$ cat src/rtl/alu_issue_ctrl.sv
// alu_issue_ctrl: initiator side of the 64-bit ALU interface.
// Takes one LEGv8 instruction and its two operands over a valid/ready
// handshake, decodes the opcode to an ALU control code and drives the ALU
// operand buses for a fixed settle window. It then captures BusW/Zero and
// returns them over an output valid/ready handshake.
module alu_issue_ctrl #(
  parameter int n             = 64,
  parameter int SETTLE_CYCLES = 1
) (
  input  logic         CLK,
  input  logic         resetl,
  input  logic         in_valid,
  output logic         in_ready,
  input  logic [10:0]  Opcode,
  input  logic [n-1:0] OpA,
  input  logic [n-1:0] OpB,
  output logic [3:0]   ALUCtrl,
  output logic [n-1:0] AluA,
  output logic [n-1:0] AluB,
  input  logic [n-1:0] AluW,
  input  logic         AluZero,
  output logic         out_valid,
  input  logic         out_ready,
  output logic [n-1:0] Result,
  output logic         ResultZero,
  output logic         BranchTaken,
  output logic         Illegal
);

  typedef enum logic [1:0] {IDLE, EXEC, DONE} state_t;

  localparam logic [3:0] CTRL_AND   = 4'b0000;
  localparam logic [3:0] CTRL_OR    = 4'b0001;
  localparam logic [3:0] CTRL_ADD   = 4'b0010;
  localparam logic [3:0] CTRL_SUB   = 4'b0110;
  localparam logic [3:0] CTRL_PASSB = 4'b0111;

  // Counter is loaded with SETTLE_CYCLES-1 so EXEC lasts SETTLE_CYCLES edges.
  localparam logic [3:0] SETTLE_INIT = 4'(SETTLE_CYCLES - 1);

  state_t     state;
  state_t     next_state;
  logic [3:0] cnt;
  logic       cbz_q;
  logic [3:0] dec_ctrl;
  logic       dec_legal;
  logic       dec_cbz;
  logic       accept;
  logic       exec_done;

  assign accept    = in_valid & in_ready;
  assign exec_done = (state == EXEC) && (cnt == 4'd0);

  // Opcode decode: ALU control code, legality and the CBZ marker.
  always_comb begin
    // NOTE: every output of a combinational block gets a default first so no
    // path leaves it unassigned; otherwise synthesis infers a latch.
    dec_ctrl  = CTRL_AND;
    dec_legal = 1'b1;
    dec_cbz   = 1'b0;
    casez (Opcode)
      11'b10001011000: dec_ctrl = CTRL_ADD;   // ADD
      11'b11001011000: dec_ctrl = CTRL_SUB;   // SUB
      11'b10001010000: dec_ctrl = CTRL_AND;   // AND
      11'b10101010000: dec_ctrl = CTRL_OR;    // ORR
      11'b11111000010: dec_ctrl = CTRL_ADD;   // LDUR
      11'b11111000000: dec_ctrl = CTRL_ADD;   // STUR
      11'b1001000100?: dec_ctrl = CTRL_ADD;   // ADDI
      11'b1101000100?: dec_ctrl = CTRL_SUB;   // SUBI
      11'b110100101??: dec_ctrl = CTRL_PASSB; // MOVZ
      11'b10110100???: begin                  // CBZ
        dec_ctrl = CTRL_PASSB;
        dec_cbz  = 1'b1;
      end
      default:         dec_legal = 1'b0;
    endcase
  end

  // State register.
  always_ff @(posedge CLK) begin
    // NOTE: clocked state uses non-blocking assignments so every flop samples
    // the pre-edge values, independent of statement order.
    if (!resetl) state <= IDLE;
    else         state <= next_state;
  end

  // Next-state logic.
  always_comb begin
    next_state = state;
    unique case (state)
      IDLE: if (accept) next_state = dec_legal ? EXEC : DONE;
      EXEC: if (cnt == 4'd0) next_state = DONE;
      DONE: if (out_ready) next_state = IDLE;
      default: next_state = IDLE;
    endcase
  end

  // Output logic: requests are only taken in IDLE and never during reset.
  always_comb begin
    in_ready = (state == IDLE) && resetl;
  end

  // Settle counter, ALU operand registers and captured result.
  always_ff @(posedge CLK) begin
    if (!resetl) begin
      cnt         <= 4'd0;
      cbz_q       <= 1'b0;
      ALUCtrl     <= CTRL_AND;
      AluA        <= '0;
      AluB        <= '0;
      Result      <= '0;
      ResultZero  <= 1'b0;
      BranchTaken <= 1'b0;
      Illegal     <= 1'b0;
      out_valid   <= 1'b0;
    end else begin
      out_valid <= (next_state == DONE);
      if (accept) begin
        if (dec_legal) begin
          // Legal op: launch the operands and start the settle window.
          ALUCtrl <= dec_ctrl;
          AluA    <= OpA;
          AluB    <= OpB;
          cbz_q   <= dec_cbz;
          cnt     <= SETTLE_INIT;
        end else begin
          // Illegal op: ALU buses untouched, report immediately.
          cbz_q       <= 1'b0;
          Result      <= '0;
          ResultZero  <= 1'b0;
          BranchTaken <= 1'b0;
          Illegal     <= 1'b1;
        end
      end else if (exec_done) begin
        Result      <= AluW;
        ResultZero  <= AluZero;
        BranchTaken <= cbz_q & AluZero;
        Illegal     <= 1'b0;
      end else if (state == EXEC) begin
        cnt <= cnt - 4'd1;
      end
    end
  end

endmodule

$ cat config.mk
export PLATFORM = sky130hd
export DESIGN_NAME = alu_issue_ctrl
export DESIGN_NICKNAME = d
export VERILOG_FILES = /design/src/rtl/alu_issue_ctrl.sv
export SDC_FILE = /design/constraint.sdc
export NUM_CORES = 1
export LEC_CHECK = 0
export ABC_AREA = 1
export ABC_CLOCK_PERIOD_IN_PS = 4100
export CAP_MARGIN = 40
export CORE_AREA = 8 8 152 154
export CTS_BUF_LIST = sky130_fd_sc_hd__clkbuf_16
export DETAILED_ROUTE_END_ITERATION = 7
export DIE_AREA = 0 0 160 162
export GPL_ROUTABILITY_DRIVEN = 0
export PLACE_DENSITY = 0.76
export SLEW_MARGIN = 0
export SYNTH_ARGS = -nofsm -noshare
export SYNTH_HDL_FRONTEND = slang
export SYNTH_SLANG_ARGS = --single-unit
export TNS_END_PERCENT = 10
$ cat constraint.sdc
create_clock -name CLK -period 4.1 [get_ports CLK]
set_input_delay 0.615 -clock CLK [delete_from_list [all_inputs] [get_ports CLK]]
set_output_delay 0.615 -clock CLK [all_outputs]
set_load 0.01 [all_outputs]
==> results of run 1 <==
==> through the flow <==
step	total power [mW]	util
CTS	4.23	0.600
detailed placement	2.40	0.568
global route	4.34	0.600
floorplan	2.16	-
finish	4.18	0.600
global placement	2.39	0.566
==> critical path, stage by stage <==
cell	delay [ns]
clkdlybuf4s50_1	0.55
inv_1	0.06
nand2_1	0.08
nor2_1	0.07
nand3_1	0.08
nand2_1	0.06
nor2_2	0.19
nand3_2	0.12
nand2_4	0.09
buf_4	0.37
buf_4	0.69
o21ai_0	0.22
nor2_1	0.14
==> state kept, by name (all words and copies together) (netlist names), 2 cells and up <==
signal / count
AluA: 64
AluB: 64
Result: 64
cnt: 4
ALUCtrl: 3
state: 2
==> routing by layer <==
layer  up-vias  wire, um  part of all wire
met3        64      2570             0.091
met2       345     13800              0.49
met4         0      1030             0.036
met1      3565     11000              0.39
met5         -         0                 0
li1       3915         -                 -
==> cell usage in the layout (no fill, tap or decap), types with 2 or more instances in the layout <==
master	count
ha_1	2
inv_1	25
o21ai_1	7
nor3_1	3
nor2_4	2
clkinv_2	5
diode_2	2
inv_2	4
o21ai_0	124
clkdlybuf4s50_1	406
nand3b_1	2
nand2_1	89
nor2_2	2
a21oi_1	74
nor2_1	277
nand3_1	78
dfxtp_1	206
clkbuf_16	23
a31o_2	2
nand3_2	2
clkinv_1	2
buf_4	9
==> cell families (layout without fill, tap and decap cells) <==
family                   Yosys count  count (layout)  synth area share
XOR/XNOR                           2               2           0.00230
AND/OR/NAND/NOR                  461             461             0.249
flip-flops                       206             206             0.542
buffers and inverters             95             480            0.0634
adder cells (fa/ha/maj)            2               2           0.00329
AO/OA/AOI/OAI                    210             210             0.140
other                              1               3          0.000493
==> final timing paths <==
kind | from | end | slack [ns] | depth (start not counted)
setup / recovery | Opcode[3] | AluB[22] | 1.14 | 13
hold / removal | Illegal | Illegal | 0.46 | 2
setup reg to reg | state[1] | AluB[22] | 1.70 | 8
hold reg to reg | Illegal | Illegal | 0.46 | 2
==> cell usage after synthesis (all sizes together) <==
| library cell | number | area (um^2) |
|---|---|---|
| nand3 | 80 | 410 |
| o21ai | 131 | 656 |
| nor2 | 281 | 1070 |
| xor2 | 1 | 8.76 |
| a21boi | 1 | 7.51 |
| o21a | 1 | 7.51 |
| clkbuf | 32 | 120 |
| a21oi | 74 | 370 |
| conb | 1 | 3.75 |
| or2 | 1 | 6.26 |
| a31oi | 1 | 6.26 |
| nand4 | 2 | 18.8 |
| ha | 2 | 25.0 |
| xnor2 | 1 | 8.76 |
| nand2 | 91 | 352 |
| inv | 23 | 86.3 |
| nor3 | 4 | 25.0 |
| a31o | 2 | 17.5 |
| dfxtp | 206 | 4120 |
| buf | 40 | 277 |
| nand3b | 2 | 15.0 |
==> power by group through the flow <==
stage          sequential [mW]  combinational, mW  clock (mW)
2_1_floorplan             2.06             0.0938           0
3_3_place_gp              2.06              0.332           0
3_5_place_dp              2.06              0.336           0
4_1_cts                   2.02              0.339        1.87
5_1_grt                   2.02              0.367        1.95
6_report                  2.02              0.338        1.82
==> area by class of cell <==
class | count | area, um^2 | share of cell area
timing repair buffer | 417 | 4180 | 0.336
sequential | 206 | 4120 | 0.332
multi-input combinational | 676 | 3020 | 0.243
clock buffer | 23 | 576 | 0.0463
tap | 275 | 344 | 0.0277
inverter | 23 | 88.8 | 0.00715
clock inverter | 17 | 83.8 | 0.00675
antenna | 2 | 5.00 | 0.000403
==> results.py, run 1 <==
metrics = {
    "placed_design": {
        "post-place-ws_ns": 0.678,
        "place_hpwl_mm": 20.6,
        "place_area_mm2": 0.0118,
        "port_buffers": 407,
        "dpl.cell_count": 1597,
    },
    "logic_synthesis": {
        "syn_nets": 1187,
        "synth_seq_cells": 206,
        "avgSynthCellArea_um2": 7.79,
        "netlist-cell-type-count": 34,
        "syn_inst": 977,
        "syn_area_mm2": 0.00761,
        "synth-warning-count": 0,
        "ys_seq_area_frac": 0.542,
    },
    "global_route": {
        "grt_overflow_total": 0,
        "grt_pass1_vias": 7591,
        "use_met1": 0.230,
        "grt_pass1_wl_mm": 43.7,
        "busiest_layer": "met2",
        "grtUsageTotal": 0.207,
        "grt_max_degree": 91,
        "grtUsageMet2": 0.355,
        "gr-usage-met3": 0.0744,
        "antenna_found_initial": 2,
    },
    "detailed_routing": {
        "routed_wl_mm": 28.4,
        "dr.pass1.iters": 5,
        "drc": 0,
        "drtIter0Drc": 580,
        "route.vias.total": 7889,
        "wl_per_cell_um": 17.3,
        "drt.antenna.violating_nets": 0,
        "viasPerCell": 4.81,
    },
    "cts": {
        "cts_hold_buffers": 0,
        "cts-root-buf": "clkbuf_16",
        "cts-resized-gates": 0,
        "cts_buffers": 23,
        "cts_tree": "built",
        "clk_latency_ns": 0.50,
        "clk_pin_slew_ns": 0.06,
        "clock_path_buffers": 3,
        "post_cts_buffers": 0,
        "htreeDepth": 1,
        "cts_sinks": 206,
    },
    "floorplanning": {
        "fp.dieW_um": 160,
        "start_util": 0.368,
        "pin_count": 409,
        "dieArea_mm2": 0.0259,
        "num_rows": 53,
        "dieHeight_um": 162,
        "coreArea_mm2": 0.0207,
    },
    "setup_path": {
        "arrival_ns": 3.38,
        "cp-start-kind": "primary input",
        "worstPathRequired_ns": 4.52,
        "crit_type": "primary input to flop",
        "critPathCaptureType": "flop",
        "crit_fanout": 90,
    },
    "finish": {
        "nFillCells": 1837,
        "instances_no_fill": 1639,
        "area_delta_synth_final_pct": 63.2,
        "final_cell_area_mm2": 0.0124,
        "fin_nets": 1557,
        "layout-drive-gt1-share": 0.0441,
    },
    "pwr": {
        "p_seq_frac": 0.483,
        "switching_share": 0.224,
        "clkPwrFrac": 0.436,
        "switching_power_mw": 0.933,
        "leakagePower_nw": 4.44,
        "pwr-share-comb": 0.081,
        "internal_power_mw": 3.24,
        "irDropWorstVdd_uv": 246,
        "cellPowerDensity_mw_per_mm2": 336,
    },
    "timing": {
        "whs_ns": 0.462,
        "slew_headroom": 0.464,
        "rsz0062_at_grt": "false",
        "finalCritPeriodShare": 0.722,
        "hold_viol_final": 0,
        "setup_viol": 0,
        "min_period_ns": 2.96,
        "max_slew.worst_pin.slew_ns": 0.805,
        "fmax_mhz": 338,
        "setup_tns_ns": 0,
        "maxSlewViolCount": 0,
        "worst_slack_ns": 1.14,
        "fin_skew_ns": 0.0109,
    },
    "run": {
        "cap_viol_max_count": 0,
    },
    "status": {
        "status": "finished clean",
    },
    "hold_path": {
        "hold_path.class": "flop to flop",
    },
}
No activity file was read; power rests on OpenSTA's default activity.
==> run 2: changes to the inputs <==
Settings changed: ABC_CLOCK_PERIOD_IN_PS 4100 to 2700, CORE_AREA 8 8 152 154 to 8 8 157 159, DIE_AREA 0 0 160 162 to 0 0 165 167, PLACE_DENSITY 0.76 to 0.74.
Clock period 4.1 ns to 2.7 ns, I/O delays scaled along.
==> results.py, run 2 (synthesized netlist as in run 1, its figures left out) <==
metrics = {
    "status": {
        "status": "finished clean",
    },
    "placed_design": {
        "place_area_mm2": 0.0118,
        "port_buffers": 407,
        "place_hpwl_mm": 20.2,
    },
    "finish": {
        "seqCellArea_mm2": 0.00412,
        "final_cell_mix": "clkdlybuf4s50_1, nor2_1, dfxtp_1",
        "antenna_cells": 0,
        "layout-drive-gt1-share": 0.0454,
        "fin_nets": 1559,
        "final_cell_area_mm2": 0.0126,
        "reg_top3": "AluA x64, AluB x64, Result x64",
        "area_delta_synth_final_pct": 65.7,
        "nFillCells": 2015,
        "multi_input_area_mm2": 0.00302,
        "final_common_cell": "clkdlybuf4s50_1",
    },
    "run": {
        "cap_viol_max_count": 0,
    },
    "timing": {
        "setup_tns_ns": 0,
        "fin_skew_ns": 0.00484,
        "slew_headroom": 0.448,
        "whs_ns": 0.457,
        "setup_viol": 0,
        "fmax_mhz": 462,
        "finalCritPeriodShare": 0.802,
        "max_slew.worst_pin.slew_ns": 0.828,
        "rsz0062_at_grt": "false",
        "maxSlewViolCount": 0,
        "min_period_ns": 2.16,
        "hold_viol_final": 0,
    },
    "detailed_routing": {
        "wl_met2_mm": 13.5,
        "dr.pass1.iters": 7,
        "dr.max_layer_used": "met4",
        "wl_per_cell_um": 17.1,
        "viasPerCell": 4.76,
        "wl_met3_mm": 3.05,
        "routedLengthMet1_mm": 10.7,
        "routed_wl_mm": 28.2,
        "drt.antenna.violating_nets": 0,
        "drtIter0Drc": 591,
        "drc": 0,
        "route.vias.total": 7860,
    },
    "cts": {
        "cts_sinks": 206,
        "cts_tree": "built",
        "cts_buffers": 24,
        "cts_hold_buffers": 0,
        "clock_path_buffers": 3,
        "clk_latency_ns": 0.50,
        "cts-resized-gates": 0,
        "cts-root-buf": "clkbuf_16",
        "htreeDepth": 1,
        "post_cts_buffers": 0,
        "clk_pin_slew_ns": 0.06,
    },
    "setup_path": {
        "cp_top_family": "simple AND/OR/NAND/NOR gates",
        "critPathCaptureType": "flop",
        "crit_slowest_cell": "clkdlybuf4s50_1",
        "slowest_delay_ns": 0.52,
        "crit_chain": "clkdlybuf4s50_1, inv_1, nand2_1, nor2_1, nand3b_1, nand2_1, nor2_2, nand3_2, nand2_4, buf_4, o21ai_0, nor2_1",
        "critPathBufInv": 3,
        "cp-start-kind": "primary input",
        "crit_type": "primary input to flop",
        "arrival_ns": 2.59,
        "worstPathRequired_ns": 3.13,
        "crit_fanout": 44,
    },
    "pwr": {
        "p_seq_frac": 0.451,
        "clkPwrFrac": 0.472,
        "internal_power_mw": 5.33,
        "switching_share": 0.214,
        "irDropWorstVdd_uv": 308,
        "pwr-share-comb": 0.077,
        "switching_power_mw": 1.45,
        "leakagePower_nw": 4.51,
        "cellPowerDensity_mw_per_mm2": 538,
    },
    "global_route": {
        "grt_overflow_total": 0,
        "grt_max_degree": 133,
        "grt_pass1_wl_mm": 42.1,
        "grtUsageTotal": 0.189,
        "grt_pass1_vias": 7520,
        "antenna_found_initial": 0,
    },
    "floorplanning": {
        "num_rows": 55,
        "start_util": 0.342,
        "coreArea_mm2": 0.0222,
        "pin_count": 409,
        "dieArea_mm2": 0.0276,
        "dieHeight_um": 167,
        "fp.dieW_um": 165,
    },
    "hold_path": {
        "hold_path.class": "primary input to flop",
    },
}
run 2: stage by stage:
| stage | util | power (mW) | worst slack, ns | instances |
|---|---|---|---|---|
| after floorplan | - | 3.27 | 1.07 | 977 |
| after global placement | 0.532 | 3.64 | 0.184 | 1608 |
| after detailed placement | 0.532 | 3.64 | 0.100 | 1608 |
| after CTS | 0.567 | 6.87 | 0.585 | 1652 |
| after global routing | 0.567 | 7.05 | 0.350 | 1652 |
| final | 0.567 | 6.79 | 0.535 | 1652 |
run 2: worst paths after layout:
| path | startpoint | endpoint | slack (ns) | cells past startpoint |
|---|---|---|---|---|
| setup / recovery | Opcode[6] | AluA[19] | 0.54 | 12 |
| setup reg to reg | state[1] | AluA[59] | 0.78 | 8 |
| hold / removal | AluW[19] | Result[19] | 0.46 | 3 |
| hold reg to reg | AluB[22] | AluB[22] | 0.48 | 2 |
run 2: routing by layer:
| metal | vias to the layer above | GRT usage |
|---|---|---|
| li1 | 3922 | - |
| met1 | 3548 | 0.211 |
| met2 | 333 | 0.323 |
| met3 | 57 | 0.0685 |
| met4 | 0 | 0.0658 |
| met5 | - | 0 |
run 2: power by group through the flow:
stage,combinational [mW],sequential [mW],clock (mW)
global placement,0.513,3.13,0
floorplan,0.142,3.13,0
finish,0.519,3.06,3.21
detailed placement,0.516,3.13,0
global route,0.562,3.06,3.42
CTS,0.520,3.06,3.29
run 2: final cells by class:
cell class	instances	share of cell area
Inverter	23	0.00704
Clock inverter	19	0.0123
Tap cell	285	0.0283
Timing Repair Buffer	418	0.336
Multi-Input combinational cell	676	0.240
Clock buffer	25	0.0496
Sequential cell	206	0.327
run 2: worst register-to-register path: stages (launching register included):
cell and delay, ns:
dfxtp_1 0.33, nor3_2 0.23, nand2_1 0.22, inv_2 0.18, nand2_4 0.18, inv_4 0.13
buf_12 0.31, nor2_1 0.15, nor2_1 0.13
